<file path="src/rtl/riscv_pkg.sv">
// Shared types and constants for the instruction fetch stage.
package riscv_pkg;

  localparam logic [1:0] PC_SRC_PLUS4  = 2'b00;
  localparam logic [1:0] PC_SRC_BRANCH = 2'b01;
  localparam logic [1:0] PC_SRC_JALR   = 2'b10;

  localparam logic [31:0] NOP_INSTR        = 32'h0000_0013;
  localparam logic [31:0] RESET_PC_DEFAULT = 32'h0000_0000;

  typedef enum logic [1:0] {
    FETCH = 2'b00,
    EXEC  = 2'b01,
    HALT  = 2'b10
  } fetch_state_e;

endpackage

</file>
<file path="src/rtl/instr_fetch_unit_if.sv">
// Instruction-memory request/response bus between the fetch unit (master) and memory (slave).
interface instr_fetch_unit_if #(
  parameter int unsigned XLEN = 32
) ();
  logic            imem_req;
  logic [XLEN-1:0] imem_addr;
  logic            imem_valid;
  logic [31:0]     imem_rdata;

  modport master (output imem_req, output imem_addr, input imem_valid, input imem_rdata);
  modport slave  (input imem_req, input imem_addr, output imem_valid, output imem_rdata);
endinterface

</file>
<file path="src/rtl/next_pc_gen.sv">
// Combinational next-PC selection and alignment check for control transfers.
module next_pc_gen
  import riscv_pkg::*;
#(
  parameter int unsigned XLEN = 32
) (
  input  logic [XLEN-1:0] pc,
  input  logic [1:0]      pc_src,
  input  logic [XLEN-1:0] target,
  input  logic [XLEN-1:0] alu_result,
  output logic [XLEN-1:0] next_pc,
  output logic            misaligned
);

  always_comb begin
    next_pc = pc + XLEN'(4);
    case (pc_src)
      PC_SRC_BRANCH: next_pc = target;
      // jalr drops bit 0 of the computed address, so only bit 1 can misalign
      PC_SRC_JALR:   next_pc = alu_result & ~XLEN'(1);
      default:       next_pc = pc + XLEN'(4);
    endcase
    misaligned = (next_pc[1:0] != 2'b00);
  end

endmodule

</file>
<file path="src/rtl/instr_fetch_unit.sv">
// PC register and fetch FSM: fetches one instruction, holds it for decode until retire, halts on misalignment.
module instr_fetch_unit
  import riscv_pkg::*;
#(
  parameter int unsigned     XLEN     = 32,
  parameter logic [XLEN-1:0] RESET_PC = XLEN'(RESET_PC_DEFAULT)
) (
  input  logic                i_clk,
  input  logic                i_rst,
  input  logic [1:0]          i_pc_src,
  input  logic [XLEN-1:0]     i_pc_target,
  input  logic [XLEN-1:0]     i_alu_result,
  input  logic                i_retire,
  instr_fetch_unit_if.master  imem,
  output logic [31:0]         o_instr,
  output logic                o_instr_valid,
  output logic [XLEN-1:0]     o_pc,
  output logic [XLEN-1:0]     o_pc_plus4,
  output logic                o_misaligned
);

  fetch_state_e    state_q, state_d;
  logic [XLEN-1:0] pc_q, pc_d;
  logic [31:0]     instr_q, instr_d;
  logic            instr_valid_q, instr_valid_d;
  logic            misaligned_q, misaligned_d;

  logic [XLEN-1:0] next_pc;
  logic            next_pc_misaligned;

  next_pc_gen #(.XLEN(XLEN)) u_next_pc_gen (
    .pc         (pc_q),
    .pc_src     (i_pc_src),
    .target     (i_pc_target),
    .alu_result (i_alu_result),
    .next_pc    (next_pc),
    .misaligned (next_pc_misaligned)
  );

  always_ff @(posedge i_clk or posedge i_rst) begin
    if (i_rst) begin
      state_q       <= FETCH;
      pc_q          <= RESET_PC;
      instr_q       <= NOP_INSTR;
      instr_valid_q <= 1'b0;
      misaligned_q  <= 1'b0;
    end else begin
      state_q       <= state_d;
      pc_q          <= pc_d;
      instr_q       <= instr_d;
      instr_valid_q <= instr_valid_d;
      misaligned_q  <= misaligned_d;
    end
  end

  always_comb begin
    state_d       = state_q;
    pc_d          = pc_q;
    instr_d       = instr_q;
    instr_valid_d = instr_valid_q;
    misaligned_d  = misaligned_q;
    case (state_q)
      FETCH: begin
        if (imem.imem_valid) begin
          instr_d       = imem.imem_rdata;
          instr_valid_d = 1'b1;
          state_d       = EXEC;
        end
      end
      EXEC: begin
        if (i_retire) begin
          instr_valid_d = 1'b0;
          // A misaligned target is never committed; pc keeps the faulting instruction's address
          if (!next_pc_misaligned) begin
            pc_d    = next_pc;
            state_d = FETCH;
          end else begin
            misaligned_d = 1'b1;
            state_d      = HALT;
          end
        end
      end
      HALT:    state_d = HALT;
      default: state_d = FETCH;
    endcase
  end

  always_comb begin
    imem.imem_req  = (state_q == FETCH);
    imem.imem_addr = pc_q;
  end

  assign o_instr       = instr_q;
  assign o_instr_valid = instr_valid_q;
  assign o_pc          = pc_q;
  assign o_pc_plus4    = pc_q + XLEN'(4);
  assign o_misaligned  = misaligned_q;

endmodule

</file>
<file path="src/flat_wrapper.sv">
// flat-port wrapper written by rule: the top's interface ports become plain ports
module instr_fetch_unit_flat import riscv_pkg::*;
#(
  parameter int unsigned     XLEN     = 32,
  parameter logic [XLEN-1:0] RESET_PC = XLEN'(RESET_PC_DEFAULT)
)
  (i_clk, i_rst, i_pc_src, i_pc_target, i_alu_result, i_retire, o_instr, o_instr_valid, o_pc, o_pc_plus4, o_misaligned, imem_imem_req, imem_imem_addr, imem_imem_valid, imem_imem_rdata);
  instr_fetch_unit_if #(.XLEN(XLEN)) imem_i ();
  input  logic i_clk;
  input  logic i_rst;
  input  logic [1:0] i_pc_src;
  input  logic [XLEN-1:0] i_pc_target;
  input  logic [XLEN-1:0] i_alu_result;
  input  logic i_retire;
  output logic [31:0] o_instr;
  output logic o_instr_valid;
  output logic [XLEN-1:0] o_pc;
  output logic [XLEN-1:0] o_pc_plus4;
  output logic o_misaligned;
  output wire logic [$bits(imem_i.imem_req)-1:0] imem_imem_req;
  output wire logic [$bits(imem_i.imem_addr)-1:0] imem_imem_addr;
  input wire logic [$bits(imem_i.imem_valid)-1:0] imem_imem_valid;
  input wire logic [$bits(imem_i.imem_rdata)-1:0] imem_imem_rdata;
  assign imem_imem_req = imem_i.imem_req;
  assign imem_imem_addr = imem_i.imem_addr;
  assign imem_i.imem_valid = imem_imem_valid;
  assign imem_i.imem_rdata = imem_imem_rdata;
  instr_fetch_unit #(.XLEN(XLEN), .RESET_PC(RESET_PC)) u_core (.i_clk(i_clk), .i_rst(i_rst), .i_pc_src(i_pc_src), .i_pc_target(i_pc_target), .i_alu_result(i_alu_result), .i_retire(i_retire), .imem(imem_i), .o_instr(o_instr), .o_instr_valid(o_instr_valid), .o_pc(o_pc), .o_pc_plus4(o_pc_plus4), .o_misaligned(o_misaligned));
endmodule
</file>
<file path="config.mk">
export PLATFORM = sky130hd
export DESIGN_NAME = instr_fetch_unit_flat
export DESIGN_NICKNAME = d
export VERILOG_FILES = /design/src/rtl/riscv_pkg.sv /design/src/rtl/instr_fetch_unit_if.sv /design/src/rtl/next_pc_gen.sv /design/src/rtl/instr_fetch_unit.sv /design/src/flat_wrapper.sv
export SDC_FILE = /design/constraint.sdc
export NUM_CORES = 1
export LEC_CHECK = 0
export ABC_AREA = 0
export BUFFER_PORTS_ARGS = -buffer_cell sky130_fd_sc_hd__buf_2
export CORE_UTILIZATION = 41
export DETAILED_ROUTE_END_ITERATION = 16
export GPL_TIMING_DRIVEN = 0
export PLACE_DENSITY = 0.84
export SLEW_MARGIN = 20
export SYNTH_ARGS = -nofsm -noshare
export SYNTH_HDL_FRONTEND = slang
export SYNTH_SLANG_ARGS = --single-unit
</file>
<file path="constraint.sdc">
create_clock -name i_clk -period 2 [get_ports i_clk]
set_input_delay 0.1 -clock i_clk [delete_from_list [all_inputs] [get_ports i_clk]]
set_output_delay 0.1 -clock i_clk [all_outputs]
set_load 0.01 [all_outputs]
</file>
==> results_dict.tcl, run 1 <==
set metrics [dict create \
    status "complete, but fails checks" \
    violations "setup timing" \
    fmax_ghz 0.438 \
    cp-start-kind "register" \
    ant_nets 0 \
    rsz0062_at_grt "yes" \
    dieArea_sq_um 10600 \
    io_buffer_count 231 \
    n_antenna_cell 0 \
    vias_per_cell 5.64 \
    vdd_drop_max_v 0.000671 \
    synth_cells 415 \
    finalClockSkew_ns 0.0114 \
    pre_cts_ws_ns -0.489 \
    synth_top_area_frac 0.390 \
    fin_util 0.692 \
    drive_above_1_share 0.592 \
    grt_remaining_overflow 0 \
    syn2layout_area_growth_pct 63.1 \
    slew_viol_final 0 \
    path_clk_slew_ns 0.08 \
    hold_path_depth 3 \
    fin_area_sq_um 6800 \
    hpwl_um 11000 \
    cts_root_buffer "clkbuf_8" \
    powerDensity_nw_per_um2 1350 \
    max_cap_viol_count 0 \
    grtUsageTotal 0.316 \
    finalCritPeriodShare 1.14 \
    wl_per_cell_um 19.8 \
    hp-class "in -> reg" \
    cp.arrival_ns 2.18 \
    path_max_fanout 6 \
    clockBufferDepth 2 \
    antenna_found_initial 0 \
    ff_latch_area_sq_um 1720 \
    synth_warnings 0 \
    multiInputGateArea_sq_um 2290 \
    coreArea_sq_um 9820 \
    grt_max_degree 59 \
    setup_viol 22 \
    synth_nets 520 \
    synth_largest_area_cell "dfrtp_1" \
    end_kind "output pin" \
    fill_cells 776 \
    place.gp.congestion 0.889 \
    ys_ff_latch 68 \
    reg2reg_depth 8 \
    final.setup.worst_slack_ns -0.284 \
    finalSetupTns_ns -2.92 \
    cts_sinks 68 \
    period_needed_ns 2.28 \
    htree_levels 3 \
    first_pass_iters 7 \
    synth.area.top_cells "dfrtp_1, mux2_2, buf_4" \
    first_global_vias 4761 \
    placed_area_sq_um 5520 \
    fp.dieH_um 103 \
    drc_errors 0 \
    cts_tree "built" \
    io_pins 233 \
    insertion_delay_ns 0.36 \
    postSynthAreaPerCell_sq_um 10.0 \
    ys.flop_type "dfrtp_1" \
    crit_required_ns 1.90 \
    synth_edf_count 0 \
    relSlewSlack 0.486 \
    worst_pin_slew_ns 0.771 \
    num-nets-final 847 \
    synth_area_sq_um 4170 \
    hold_viol_final 0 \
    criticalPathCategory "reg -> out" \
    power_leakage_nw 3.30 \
    num_vias 4966 \
    drt_iter0_drc 312 \
    synth-async-reset-ratio 1.00 \
    ys_types 44 \
    grt_pass1_wl_um 24800 \
    start_util 0.424 \
    num_rows 36 \
    die-width_um 103 \
    wl_um 17400 \
    cts_buffers 9 \
    ys_seq_area_frac 0.409 \
]
==> metrics by stage <==
stage          hold WS (ns)  instances  power, W
4_1_cts             0.00619        860   0.00876
5_1_grt              0.0623        880   0.00971
3_5_place_dp         0.0285        780   0.00696
2_1_floorplan         0.252        415   0.00515
6_report             0.0572        880   0.00916
3_3_place_gp          0.332        779   0.00679
==> state kept, by name (all words and copies together) (netlist names) <==
register	count
u_core.o_instr_valid	1
u_core.state_q	2
u_core.o_misaligned	1
u_core.imem.imem_addr	32
u_core.o_instr	32
==> worst max-delay path: stages, from the launching register on <==
cell and delay, ns:
dfrtp_1 0.50, and4_1 0.35, nand4_1 0.27, nor4_4 0.39, xor2_1 0.17, buf_2 0.15
==> worst paths after layout <==
check | start | endpoint | slack (ns)
min in group asynchronous | i_rst | u_core.o_instr[6] | 0.24
worst max register to register | u_core.imem.imem_addr[2] | u_core.imem.imem_addr[17] | -0.08
worst min-delay path | imem_imem_valid | u_core.state_q[0] | 0.06
max in group asynchronous | i_rst | u_core.imem.imem_addr[24] | 1.18
worst max-delay path | u_core.imem.imem_addr[26] | o_pc_plus4[31] | -0.28
worst min register to register | u_core.o_misaligned | u_core.o_misaligned | 0.48
==> cells in the mapped netlist (4+ instances only) <==
cell	number
a31oi_1	10
o22a_1	15
inv_1	8
xnor2_1	21
a221o_1	9
buf_2	5
nand2_1	24
a21oi_1	25
nor2_1	8
clkbuf_1	22
mux2_2	32
o21ai_0	20
nand4_1	10
o31ai_1	4
and4_1	6
dfrtp_1	65
a2bb2oi_1	7
buf_4	34
and3_1	5
o21a_1	5
xor2_1	7
nand3_1	12
a221oi_1	19
and2_1	6
==> report_power, final <==
| group | switching [W] | internal (W) | total (W) | leakage (nW) |
|---|---|---|---|---|
| Sequential | 0.000763 | 0.00205 | 0.00281 | 0.783 |
| Combinational | 0.00247 | 0.00267 | 0.00513 | 2.43 |
| Clock | 0.000597 | 0.000619 | 0.00122 | 0.0955 |
| Total | 0.00383 | 0.00533 | 0.00916 | 3.30 |
==> metal layers <==
layer	wire (um)	global-route usage	vias up
met3	1250	0.0644	78
met1	6600	0.382	2409
met4	835	0.160	0
li1	-	-	2172
met5	0	0	-
met2	8760	0.536	307
==> cell usage in the layout (no fill, tap or decap), types with 10 or more instances in the layout <==
cell / count
a31oi_1: 10
clkbuf_1: 14
xnor2_1: 17
nand2_1: 21
dfrtp_2: 15
nand4_1: 10
clkbuf_8: 11
a21oi_1: 24
dfrtp_1: 50
buf_4: 80
a221oi_1: 19
o21ai_0: 19
o22a_1: 15
mux2_2: 32
dlygate4sd3_1: 33
buf_6: 11
buf_2: 235
==> what timing repair did <==
action | in CTS | in global routing
hold buffers | 31 | 2
pin swaps | 24 | 19
hold endpoints to repair | 98 | 2
gates resized for setup | 60 | 37
setup endpoints to repair | 52 | 70
setup buffers | 37 | 20
==> layout make-up <==
class,instances,share of cell area
Multi-Input combinational cell,273,0.337
Timing Repair Buffer,320,0.290
Sequential cell,68,0.254
Clock inverter,6,0.0103
Clock buffer,10,0.0203
Tap cell,133,0.0245
Buffer,62,0.0597
Inverter,8,0.00479
==> cell families after synthesis <==
group	count (synthesis)	share of synthesized area
adders and majority gates	3	0.00901
DFF	68	0.409
and+or+nand+nor	87	0.125
AOI/OAI and AO/OA	122	0.210
xor gates and xnor gates	28	0.0589
buffers and inverters	74	0.0994
muxes	33	0.0889
No activity file was read; power rests on OpenSTA's default activity.
==> inputs of run 2 (changes only) <==
--- a/config.mk
+++ b/config.mk
@@ -7,10 +7,11 @@
 export LEC_CHECK = 0
 export ABC_AREA = 0
 export BUFFER_PORTS_ARGS = -buffer_cell sky130_fd_sc_hd__buf_2
-export CORE_UTILIZATION = 41
+export CORE_UTILIZATION = 42
+export CTS_BUF_LIST = sky130_fd_sc_hd__clkbuf_8
 export DETAILED_ROUTE_END_ITERATION = 16
 export GPL_TIMING_DRIVEN = 0
-export PLACE_DENSITY = 0.84
+export PLACE_DENSITY = 0.86
 export SLEW_MARGIN = 20
 export SYNTH_ARGS = -nofsm -noshare
 export SYNTH_HDL_FRONTEND = slang
==> run 2 against run 1 <==
The run still ends with setup timing left; clock skew decreased by 0.0058 ns; sequential power about the same; core utilization grew 5.2 points; highest routed layer unchanged; sequential share of layout area is 0.77 points lower; power is 5.6% higher; critical endpoint is now o_pc_plus4[24]; sequential cell count did not move; wire length up 3.2%; clock power increased by 25%; critical path type unchanged; first-iteration DRC count up 8.7%; die area shrank 2.3%.
==> results_dict.tcl, run 2 (synthesized netlist as in run 1, its figures left out) <==
set metrics [dict create \
    cts_sinks 68 \
    place.gp.congestion 0.934 \
    reg2reg_depth 10 \
    critical-path-top-delay-family "simple AND/OR/NAND/NOR gates" \
    status "complete, but fails checks" \
    fp.dieH_um 102 \
    io_pins 233 \
    num_rows 35 \
    criticalPathCategory "reg -> out" \
    grt_remaining_overflow 0 \
    syn2layout_area_growth_pct 68.0 \
    path_clk_slew_ns 0.08 \
    worst-path-buf-inv 4 \
    n_antenna_cell 0 \
    total_power_w 0.00968 \
    ant_nets 0 \
    hold_viol_final 0 \
    r2r_start "u_core.imem.imem_addr[3]" \
    cp-start-kind "register" \
    cts_root_buffer "clkbuf_8" \
    rr_endpoint "u_core.imem.imem_addr[17]" \
    io_buffer_count 231 \
    powerDensity_nw_per_um2 1380 \
    max_cap_viol_count 0 \
    fmax_ghz 0.442 \
    die-width_um 102 \
    power_leakage_nw 3.43 \
    vdd_drop_max_v 0.000770 \
    slew_viol_final 0 \
    whs_endpoint "u_core.state_q[0]" \
    cts_buffers 9 \
    fin_hold_ws_ns 0.0434 \
    hp-class "in -> reg" \
    finalSetupTns_ns -3.09 \
    drive_above_1_share 0.611 \
    crit_required_ns 1.90 \
    placed_area_sq_um 5520 \
    clockBufferDepth 2 \
    cp_cell_sequence "clkbuf_8 > buf_4 > and4_4 > nand4_1 > buf_6 > nor3_4 > xor2_1 > buf_2" \
    rsz0062_at_grt "yes" \
    cpMaxStageDelayCell "dfrtp_1" \
    min_from "imem_imem_valid" \
    num-nets-final 860 \
    hpwl_um 11400 \
    period_needed_ns 2.26 \
    final.setup.worst_slack_ns -0.261 \
    rrSetupSlack_ns -0.12 \
    grt_pass1_wl_um 26100 \
    finalCritPeriodShare 1.13 \
    slowest_delay_ns 0.37 \
    fin_area_sq_um 7000 \
    hold_path_depth 3 \
    end_kind "output pin" \
    htree_levels 3 \
    layout_common_cells "buf_2, buf_4, dfrtp_1" \
    cp.arrival_ns 2.16 \
    wl_per_cell_um 20.2 \
    antenna_found_initial 0 \
    final_common_cell "buf_2" \
    drc_errors 0 \
    first_pass_iters 6 \
    num_vias 5066 \
    relSlewSlack 0.491 \
    dp_cells 776 \
    drt_iter0_drc 339 \
    dieArea_sq_um 10300 \
    grt_max_degree 55 \
    start_util 0.443 \
    grtUsageTotal 0.339 \
    finalClockSkew_ns 0.00553 \
    vias_per_cell 5.70 \
    coreArea_sq_um 9420 \
    cts_tree "built" \
    wl_um 18000 \
    setup_viol 24 \
    final_cells 889 \
    first_global_vias 4931 \
    path_max_fanout 6 \
    violations "setup timing" \
    insertion_delay_ns 0.34 \
    worst_pin_slew_ns 0.764 \
]
run 2: timing repair:
action	4_1_cts	5_1_grt
setup endpoints to repair	52	67
hold endpoints to repair	99	0
pin swaps	21	29
hold buffers	32	0
gates resized for setup	59	46
setup buffers	42	28
run 2: worst max-delay path by stage:
stage | from | endpoint | cells past startpoint
global route | u_core.imem.imem_addr[3] | o_pc_plus4[30] | 6
detailed placement | i_pc_src[0] | u_core.imem.imem_addr[6] | 10
CTS | u_core.imem.imem_addr[3] | o_pc_plus4[30] | 6
finish | u_core.imem.imem_addr[11] | o_pc_plus4[24] | 8
global placement | i_rst | u_core.imem.imem_addr[2] | 2
floorplan | u_core.imem.imem_addr[3] | u_core.imem.imem_addr[30] | 6
run 2: area by class of cell:
type | instances | area [sq um]
tap | 129 | 161
timing repair buffer | 332 | 2050
multi-input combinational | 273 | 2350
sequential | 68 | 1720
clock buffer | 9 | 124
fill | 639 | 2410
buffer | 63 | 419
clock inverter | 7 | 141
inverter | 8 | 32.5
run 2: where the power goes:
group	internal, W	total [W]	switching (W)
logic	0.00277	0.00532	0.00255
registers	0.00205	0.00282	0.000776
clock network	0.000955	0.00153	0.000577
run 2: metal layers:
metal	track usage	vias up	wire length [um]
met1	0.390	2437	6350
met2	0.590	338	9070
li1	-	2203	-
met3	0.0821	88	1660
met5	0	-	0
met4	0.166	0	907
run 2: worst min-delay path: stages:
cell and delay [ns]:
buf_2 0.10, mux2i_1 0.06, nor2_1 0.08
run 2: through the flow:
stage / worst slack, ns / utilization
final: -0.261 / 0.744
after global routing: -0.340 / 0.744
after CTS: -0.264 / 0.703
after detailed placement: -0.488 / 0.586
after global placement: -0.843 / 0.583
after floorplan: 0.00851 / -
==> inputs of run 3 (changes only) <==
--- a/config.mk
+++ b/config.mk
@@ -12,6 +12,7 @@
 export DETAILED_ROUTE_END_ITERATION = 16
 export GPL_TIMING_DRIVEN = 0
 export PLACE_DENSITY = 0.86
+export SETUP_SLACK_MARGIN = 0.02
 export SLEW_MARGIN = 20
 export SYNTH_ARGS = -nofsm -noshare
 export SYNTH_HDL_FRONTEND = slang
==> run 3 against run 2 <==
Sequential power about the same; clock power down 27%; the run still ends with setup timing left; largest power group unchanged; sequential cell count unchanged; die area unchanged; first-iteration DRC count up 9.4%; power down 6.4%.
==> results_dict.tcl, run 3 (synthesized netlist as in run 1, its figures left out) <==
set metrics [dict create \
    finalClockSkew_ns 0.0153 \
    num-nets-final 849 \
    whs_endpoint "u_core.o_instr[21]" \
    criticalPathCategory "reg -> out" \
    power_leakage_nw 3.28 \
    insertion_delay_ns 0.35 \
    place.gp.congestion 0.925 \
    rsz0062_at_grt "yes" \
    clockBufferDepth 2 \
    reg2reg_depth 6 \
    num_vias 4966 \
    vias_per_cell 5.66 \
    relSlewSlack 0.519 \
    drc_errors 0 \
    total_power_w 0.00906 \
    coreArea_sq_um 9420 \
    syn2layout_area_growth_pct 62.5 \
    path_clk_slew_ns 0.09 \
    ant_nets 0 \
    io_pins 233 \
    crit_required_ns 1.90 \
    cp-start-kind "register" \
    wl_um 17100 \
    status "complete, but fails checks" \
    antenna_found_initial 0 \
    final_common_cell "buf_2" \
    grt_max_degree 43 \
    grt_pass1_wl_um 24800 \
    num_rows 35 \
    path_max_fanout 9 \
    cp.arrival_ns 2.16 \
    io_buffer_count 231 \
    cts_tree "built" \
    grt_remaining_overflow 0 \
    first_global_vias 4694 \
    hold_path_depth 2 \
    die-width_um 102 \
    powerDensity_nw_per_um2 1340 \
    drive_above_1_share 0.597 \
    first_pass_iters 5 \
    hold_viol_final 0 \
    finalSetupTns_ns -2.52 \
    fp.dieH_um 102 \
    period_needed_ns 2.26 \
    violations "setup timing" \
    r2r_start "u_core.imem.imem_addr[9]" \
    vdd_drop_max_v 0.000691 \
    cts_sinks 68 \
    min_from "imem_imem_rdata[21]" \
    fmax_ghz 0.442 \
    rr_endpoint "u_core.imem.imem_addr[22]" \
    finalCritPeriodShare 1.13 \
    dieArea_sq_um 10300 \
    rrSetupSlack_ns -0.02 \
    cts_root_buffer "clkbuf_8" \
    hpwl_um 11200 \
    hp-class "in -> reg" \
    max_cap_viol_count 0 \
    end_kind "output pin" \
    layout_common_cells "buf_2, buf_4, dfrtp_1" \
    slew_viol_final 0 \
    worst_pin_slew_ns 0.722 \
    cts_buffers 9 \
    final.setup.worst_slack_ns -0.264 \
    htree_levels 3 \
    start_util 0.443 \
    n_antenna_cell 0 \
    drt_iter0_drc 371 \
    grtUsageTotal 0.321 \
    wl_per_cell_um 19.4 \
    setup_viol 18 \
]
-- run 3: how the worst max path moves through the flow --
stage | from | to | slack (ns) | depth (start not counted)
final | u_core.imem.imem_addr[9] | o_pc_plus4[30] | -0.26 | 5
after global routing | u_core.imem.imem_addr[6] | o_pc_plus4[31] | -0.35 | 6
after CTS | u_core.imem.imem_addr[11] | o_pc_plus4[31] | -0.23 | 6
after detailed placement | i_pc_src[0] | u_core.imem.imem_addr[10] | -0.49 | 10
after global placement | i_rst | u_core.imem.imem_addr[3] | -0.82 | 2
after floorplan | u_core.imem.imem_addr[11] | u_core.imem.imem_addr[31] | 0.03 | 6
-- run 3: critical path, cell delays in order (launching register included) --
cell,delay [ns]
dfrtp_2,0.49
nand4_1,0.22
or4_4,0.60
nor3_4,0.20
xnor2_1,0.14
buf_2,0.15
-- run 3: power breakdown --
group | internal [W] | switching (W)
clock network | 0.000493 | 0.000613
logic | 0.00266 | 0.00245
registers | 0.00205 | 0.000795
-- run 3: final cells by class --
cell class                      instances  area (sq um)
Multi-Input combinational cell        273          2300
Buffer                                 62           407
Sequential cell                        68          1730
Clock inverter                          6          47.5
Clock buffer                           10           138
Tap cell                              129           161
Fill cell                             679          2650
Timing Repair Buffer                  322          1960
Inverter                                8          32.5
-- run 3: layer usage --
layer / global-route usage / part of all wire
met1: 0.415 / 0.37
met2: 0.547 / 0.51
met3: 0.0449 / 0.090
met4: 0.117 / 0.030
met5: 0 / 0
-- run 3: per-stage QoR --
| step | util | hold slack, ns | cell area [sq um] | setup WS (ns) | instances |
|---|---|---|---|---|---|
| 4_1_cts | 0.690 | 0.00129 | 6500 | -0.228 | 861 |
| 5_1_grt | 0.719 | 0.0104 | 6770 | -0.348 | 878 |
| 6_report | 0.719 | 0.0122 | 6770 | -0.264 | 878 |
| 3_3_place_gp | 0.583 | 0.332 | 5490 | -0.822 | 775 |
| 3_5_place_dp | 0.586 | 0.108 | 5510 | -0.487 | 776 |
| 2_1_floorplan | - | 0.252 | 4170 | 0.0343 | 415 |
-- run 3: timing repair --
item / in CTS / in global routing
hold buffers: 30 / 1
cloned: 0 / 0
buffers inserted: 43 / 17
setup endpoints to repair: 53 / 55
endpoints found under the hold margin: 52 / 1
pin swaps: 24 / 23
resized for setup: 55 / 35
